## config.mk

```make
export PLATFORM = sky130hd
export DESIGN_NAME = branch_history_table
export DESIGN_NICKNAME = d
export VERILOG_FILES = /design/src/rtl/sail_bht_pkg.sv /design/src/rtl/bht_counter_table.sv /design/src/rtl/branch_history_table.sv
export SDC_FILE = /design/constraint.sdc
export NUM_CORES = 1
export LEC_CHECK = 0
export CAP_MARGIN = 20
export CORE_MARGIN = 5
export CORE_UTILIZATION = 52
export CTS_CLUSTER_DIAMETER = 60
export DETAILED_ROUTE_END_ITERATION = 12
export PLACE_DENSITY = 0.94
export SLEW_MARGIN = 5
export SYNTH_ARGS = -nofsm -noshare
export SYNTH_HDL_FRONTEND = slang
export SYNTH_SLANG_ARGS = --single-unit
export TNS_END_PERCENT = 5
```

## constraint.sdc

```tcl
create_clock -name clk -period 3.3 [get_ports clk]
set_clock_uncertainty 0.15 [all_clocks]
set_input_delay 0.66 -clock clk [delete_from_list [all_inputs] [get_ports clk]]
set_output_delay 0.66 -clock clk [all_outputs]
set_load 0.01 [all_outputs]
```

## src/rtl/sail_bht_pkg.sv

```systemverilog
// Shared definitions for the sail branch history table: 2-bit counter
// encodings, the counter reset value and the sequential PC step.
package sail_bht_pkg;

    typedef enum logic [1:0] {
        SNT = 2'b00,
        WNT = 2'b01,
        WT  = 2'b10,
        ST  = 2'b11
    } ctr_e;

    localparam logic [1:0] CTR_RESET = WNT;

    localparam int unsigned SEQ_PC_STEP = 4;

endpackage

```

## src/rtl/bht_counter_table.sv

```systemverilog
// Array of 2-bit saturating counters with one asynchronous read port
// (taken bit only) and one write port that performs the saturating
// read-modify-write internally. Small enough to map onto flops/LUT-RAM.
module bht_counter_table
    import sail_bht_pkg::*;
#(
    parameter int INDEX_BITS = 4
) (
    input  logic                  clk,
    input  logic                  reset,
    input  logic [INDEX_BITS-1:0] rd_idx,
    output logic                  rd_taken,
    input  logic                  wr_en,
    input  logic [INDEX_BITS-1:0] wr_idx,
    input  logic                  wr_taken
);

    localparam int ENTRIES = 1 << INDEX_BITS;

    logic [1:0] table_q [ENTRIES];

    // Saturating step of a 2-bit counter toward the resolved direction.
    function automatic logic [1:0] sat_update(input logic [1:0] ctr, input logic taken);
        logic [1:0] nxt;
        nxt = ctr;
        if (taken) begin
            if (ctr != ST) nxt = ctr + 2'd1;
        end else begin
            if (ctr != SNT) nxt = ctr - 2'd1;
        end
        return nxt;
    endfunction

    // Counter storage: reset to weakly-not-taken, otherwise train on write.
    always_ff @(posedge clk) begin
        if (reset) begin
            for (int i = 0; i < ENTRIES; i++) begin
                table_q[i] <= CTR_RESET;
            end
        end else if (wr_en) begin
            table_q[wr_idx] <= sat_update(table_q[wr_idx], wr_taken);
        end
    end

    // Prediction is the counter MSB; reading before the edge gives the
    // pre-update value when read and write hit the same entry.
    assign rd_taken = table_q[rd_idx][1];

endmodule

```

## src/rtl/branch_history_table.sv

```systemverilog
// Dynamic conditional-branch predictor for the sail core. Serves registered
// predictions/targets to fetch/decode, trains 2-bit counters from the ALU's
// resolved branch outcome and raises a registered mispredict with the
// recovery PC. Optional perf counters: define BHT_PERF_COUNTERS_EN.
module branch_history_table
    import sail_bht_pkg::*;
#(
    parameter int INDEX_BITS = 4,
    parameter int ADDR_WIDTH = 32
) (
    input  logic                  clk,
    input  logic                  reset,
    input  logic                  lookup_valid,
    input  logic [ADDR_WIDTH-1:0] lookup_pc,
    input  logic [ADDR_WIDTH-1:0] lookup_offset,
    input  logic                  flush,
    output logic                  predict_valid,
    output logic                  predict_taken,
    output logic [ADDR_WIDTH-1:0] predict_target,
    input  logic                  resolve_valid,
    input  logic [ADDR_WIDTH-1:0] resolve_pc,
    input  logic [ADDR_WIDTH-1:0] resolve_offset,
    input  logic                  resolve_taken,
    input  logic                  resolve_predicted,
    output logic                  mispredict,
    output logic [ADDR_WIDTH-1:0] correct_pc
`ifdef BHT_PERF_COUNTERS_EN
    ,
    output logic [31:0]           branch_count,
    output logic [31:0]           mispredict_count
`endif
);

    localparam logic [ADDR_WIDTH-1:0] PC_STEP = ADDR_WIDTH'(SEQ_PC_STEP);

    logic                  lookup_taken_p0;
    logic                  lookup_fire_p0;
    logic [ADDR_WIDTH-1:0] lookup_target_p0;
    logic                  mispredict_p0;
    logic [ADDR_WIDTH-1:0] correct_pc_p0;

    logic                  vld_p1;
    logic                  pred_taken_p1;
    logic [ADDR_WIDTH-1:0] pred_target_p1;
    logic                  mispredict_p1;
    logic [ADDR_WIDTH-1:0] correct_pc_p1;

    bht_counter_table #(
        .INDEX_BITS (INDEX_BITS)
    ) u_table (
        .clk      (clk),
        .reset    (reset),
        .rd_idx   (lookup_pc[INDEX_BITS+1:2]),
        .rd_taken (lookup_taken_p0),
        .wr_en    (resolve_valid),
        .wr_idx   (resolve_pc[INDEX_BITS+1:2]),
        .wr_taken (resolve_taken)
    );

    // ---- stage p0: combinational lookup/resolve, modulo-2^ADDR_WIDTH adds ----
    always_comb begin
        lookup_fire_p0   = lookup_valid & ~flush;
        lookup_target_p0 = lookup_taken_p0 ? (lookup_pc + lookup_offset)
                                           : (lookup_pc + PC_STEP);
        mispredict_p0    = resolve_valid & (resolve_taken ^ resolve_predicted);
        correct_pc_p0    = resolve_taken ? (resolve_pc + resolve_offset)
                                         : (resolve_pc + PC_STEP);
    end

    // ---- stage p1: output registers, single-cycle pulses, zero when idle ----
    always_ff @(posedge clk) begin
        if (reset) begin
            vld_p1         <= 1'b0;
            pred_taken_p1  <= 1'b0;
            pred_target_p1 <= '0;
            mispredict_p1  <= 1'b0;
            correct_pc_p1  <= '0;
        end else begin
            vld_p1         <= lookup_fire_p0;
            pred_taken_p1  <= lookup_fire_p0 & lookup_taken_p0;
            pred_target_p1 <= lookup_fire_p0 ? lookup_target_p0 : '0;
            mispredict_p1  <= mispredict_p0;
            correct_pc_p1  <= mispredict_p0 ? correct_pc_p0 : '0;
        end
    end

    assign predict_valid  = vld_p1;
    assign predict_taken  = pred_taken_p1;
    assign predict_target = pred_target_p1;
    assign mispredict     = mispredict_p1;
    assign correct_pc     = correct_pc_p1;

`ifdef BHT_PERF_COUNTERS_EN
    logic [31:0] branch_cnt_p1;
    logic [31:0] mispredict_cnt_p1;

    // Resolve and mispredict counters, updated on the same edge as the table.
    always_ff @(posedge clk) begin
        if (reset) begin
            branch_cnt_p1     <= '0;
            mispredict_cnt_p1 <= '0;
        end else begin
            if (resolve_valid) branch_cnt_p1     <= branch_cnt_p1 + 32'd1;
            if (mispredict_p0) mispredict_cnt_p1 <= mispredict_cnt_p1 + 32'd1;
        end
    end

    assign branch_count     = branch_cnt_p1;
    assign mispredict_count = mispredict_cnt_p1;
`endif

endmodule

```

==> reports/metrics.cfg <==
[logic_synthesis]
netlist_area_um2 = 8672
yosys-top-cells-area = dfxtp_1, edfxtp_1, ha_1
yosysTopAreaCell = dfxtp_1
yosysWarnings = 0
synth_most_common_cell = nand2_1
async_flop_share = 0
synth_flop_cell = dfxtp_1
synth_top_area_frac = 0.1547
yosysUniqueCellTypes = 74
synth_edf_count = 32
avgSynthCellArea_um2 = 8.371
yosys-top-cells-count = nand2_1, nor2_1, a21oi_1
synth-seq-cells = 99
syn-instance-count = 1036
syn-num-nets = 1240
synth-seq-area-share = 0.2655

[timing]
post-route-min-period_ns = 3.234
worst_pin_slew_ns = 0.5799
hold_viol = 0
setup_violations = 0
max_freq_mhz = 309.3
fin_crit_sh = 0.9799
drv_slew = 0
finalSetupTns_ns = 0
relSlewSlack = 0.6119
timing.final.ws_setup_ns = 0.06647

[place]
dp_hpwl_um = 23800
io_buffers = 201
placed_cells = 1547
dp_slack_ns = -0.5081
place_congestion = 1.043

[setup_path]
rr_worst_depth = 5
cp.arrival_ns = 3.32
crit_path_start_kind = primary input
end_kind = flip-flop
timing_worst_setup_path_type = in -> reg
required_ns = 3.38
r2r_slack_ns = 0.74
path_max_fanout = 4

[routing]
dr.pass1.iters = 6
via_count = 9940
wl_per_cell_um = 20.03
drc = 0
wl_um = 31340
drt_iter0_drc = 1241
final_antenna_net_count = 0
routed_via_density = 6.351

[cts]
clk_path_buf_depth = 2
clock_sinks = 99
clk_pin_slew_worst_paths_ns = 0.08
htreeDepth = 3
cts_made_buffers = 9
clock_latency_ns = 0.37
cts_tree = built
root_buffer = clkbuf_16
hold_buffers = 0

[final_layout]
area_growth_pct = 41.87
final_nets = 1543
layoutNonFillerInstCount = 1565
drive_gt1_frac = 0.1607
nFillCells = 1041

[floorplan]
initial_core_util = 0.5267
die_w_um = 139.1
ios = 202
core-area_um2 = 16470
dieHeight_um = 139.1
num_rows = 47
die-area_um2 = 19360

[status]
status = finished, final reports clean

[pwr]
power_density_nw_per_um2 = 332.8
ir_worst_vdd_v = 0.0002904
leakagePower_nw = 5.067

[flow_run]
maxCapViolCount = 0

[grt]
grt_max_degree = 42
grt_pass1_wl_um = 49040
overflow = 0
first_global_vias = 10070
antenna_found_initial = 1
grt.total_usage = 0.3070

[worst_hold_path]
hold_depth = 3
hp-class = in -> reg

==> placed cells by master, fill, tap and decap left out, drive strengths merged, types with 5 or more instances in the layout <==
cell and count:
xnor2 65, nor3 12, buf 142, a21o 44
nor2 101, mux4 14, nand2 109, mux2i 11
inv 33, o21ai 41, a21oi 73, and2 9
o21a 9, and3 17, clkbuf 9, a211oi 48
nand4 25, nand3 40, nor2b 7, edfxtp 32
clkdlybuf4s50 199, or3 6, ha 67, a31o 5
nand2b 6, dfxtp 67, o21bai 27, xor2 38
or2 8, and4 9, a31oi 10
==> through the flow <==
stage / power (mW) / hold WS [ns] / util / instance area, um^2
3_5_place_dp: 2.842 / 0.9878 / 0.7182 / 11830
2_1_floorplan: 2.167 / 0.6505 / - / 8672
4_1_cts: 4.025 / 0.6165 / 0.7387 / 12160
3_3_place_gp: 2.785 / 0.9632 / 0.7182 / 11830
6_report: 4.095 / 0.6218 / 0.7472 / 12300
5_1_grt: 4.262 / 0.6360 / 0.7472 / 12300
==> power by group <==
group | internal, mW | switching [mW]
Sequential | 1.31 | 0.0189
Clock | 0.612 | 0.568
Combinational | 0.759 | 0.832
==> cell families (layout without fill, tap and decap cells) <==
family | Yosys count | in the layout | synth area share
and+or+nand+nor | 365 | 365 | 0.2046
AOI/OAI and AO/OA | 295 | 295 | 0.2332
xor gates and xnor gates | 103 | 103 | 0.1040
other | 0 | 1 | 0
buffers and inverters | 77 | 385 | 0.03520
adders and majority gates | 71 | 71 | 0.1042
DFF | 99 | 99 | 0.2655
muxes | 26 | 26 | 0.05338
==> final cells by class <==
class	instances	area, um^2	share of cell area
multi-input combinational	860	6228	0.5063
antenna	1	2.502	0.0002034
inverter	27	101.3	0.008238
timing repair buffer	342	3080	0.2504
sequential	99	2302	0.1871
clock buffer	9	225.2	0.01831
clock inverter	7	87.58	0.007119
tap	220	275.3	0.02237
==> metal layers <==
metal / vias to the layer above / part of all wire / GRT usage
met5: - / 0 / 0
met4: 0 / 0.052 / 0.1576
met3: 166 / 0.098 / 0.07793
met2: 725 / 0.49 / 0.5444
met1: 4603 / 0.36 / 0.3391
li1: 4446 / - / -
==> sequential cells by signal (all words and copies together) (netlist names) <==
name             count
correct_pc          32
mispredict           1
predict_taken        1
predict_target      32
predict_valid        1
u_table.table_q     32
==> worst paths after layout <==
kind	from	to
worst min register to register	u_table.table_q[7][1]$_SDFFCE_PN0P_	predict_target[20]$_SDFF_PP0_
worst max register to register	u_table.table_q[1][1]$_SDFFCE_PN0P_	u_table.table_q[2][0]$_SDFFCE_PN1P_
worst min-delay path	resolve_taken	correct_pc[4]$_SDFF_PP0_
worst max-delay path	lookup_pc[2]	predict_target[25]$_SDFF_PP0_
==> worst max-delay path, cell delays in order <==
cell             delay, ns
clkdlybuf4s50_1       0.43
ha_2                  0.40
o21a_1                0.19
a211o_1               0.16
nand3_1               0.16
a21oi_2               0.25
o221ai_2              0.20
a2111oi_2             0.36
buf_4                 0.17
mux2i_1               0.17
o311ai_0              0.16
==> timing repair <==
action	4_1_cts	5_1_grt
gates resized for setup	6	28
buffers inserted	0	1
endpoints found under the setup margin	7	27
pin swaps	0	12
cloned	0	0
No activity file was read; power rests on OpenSTA's default activity.
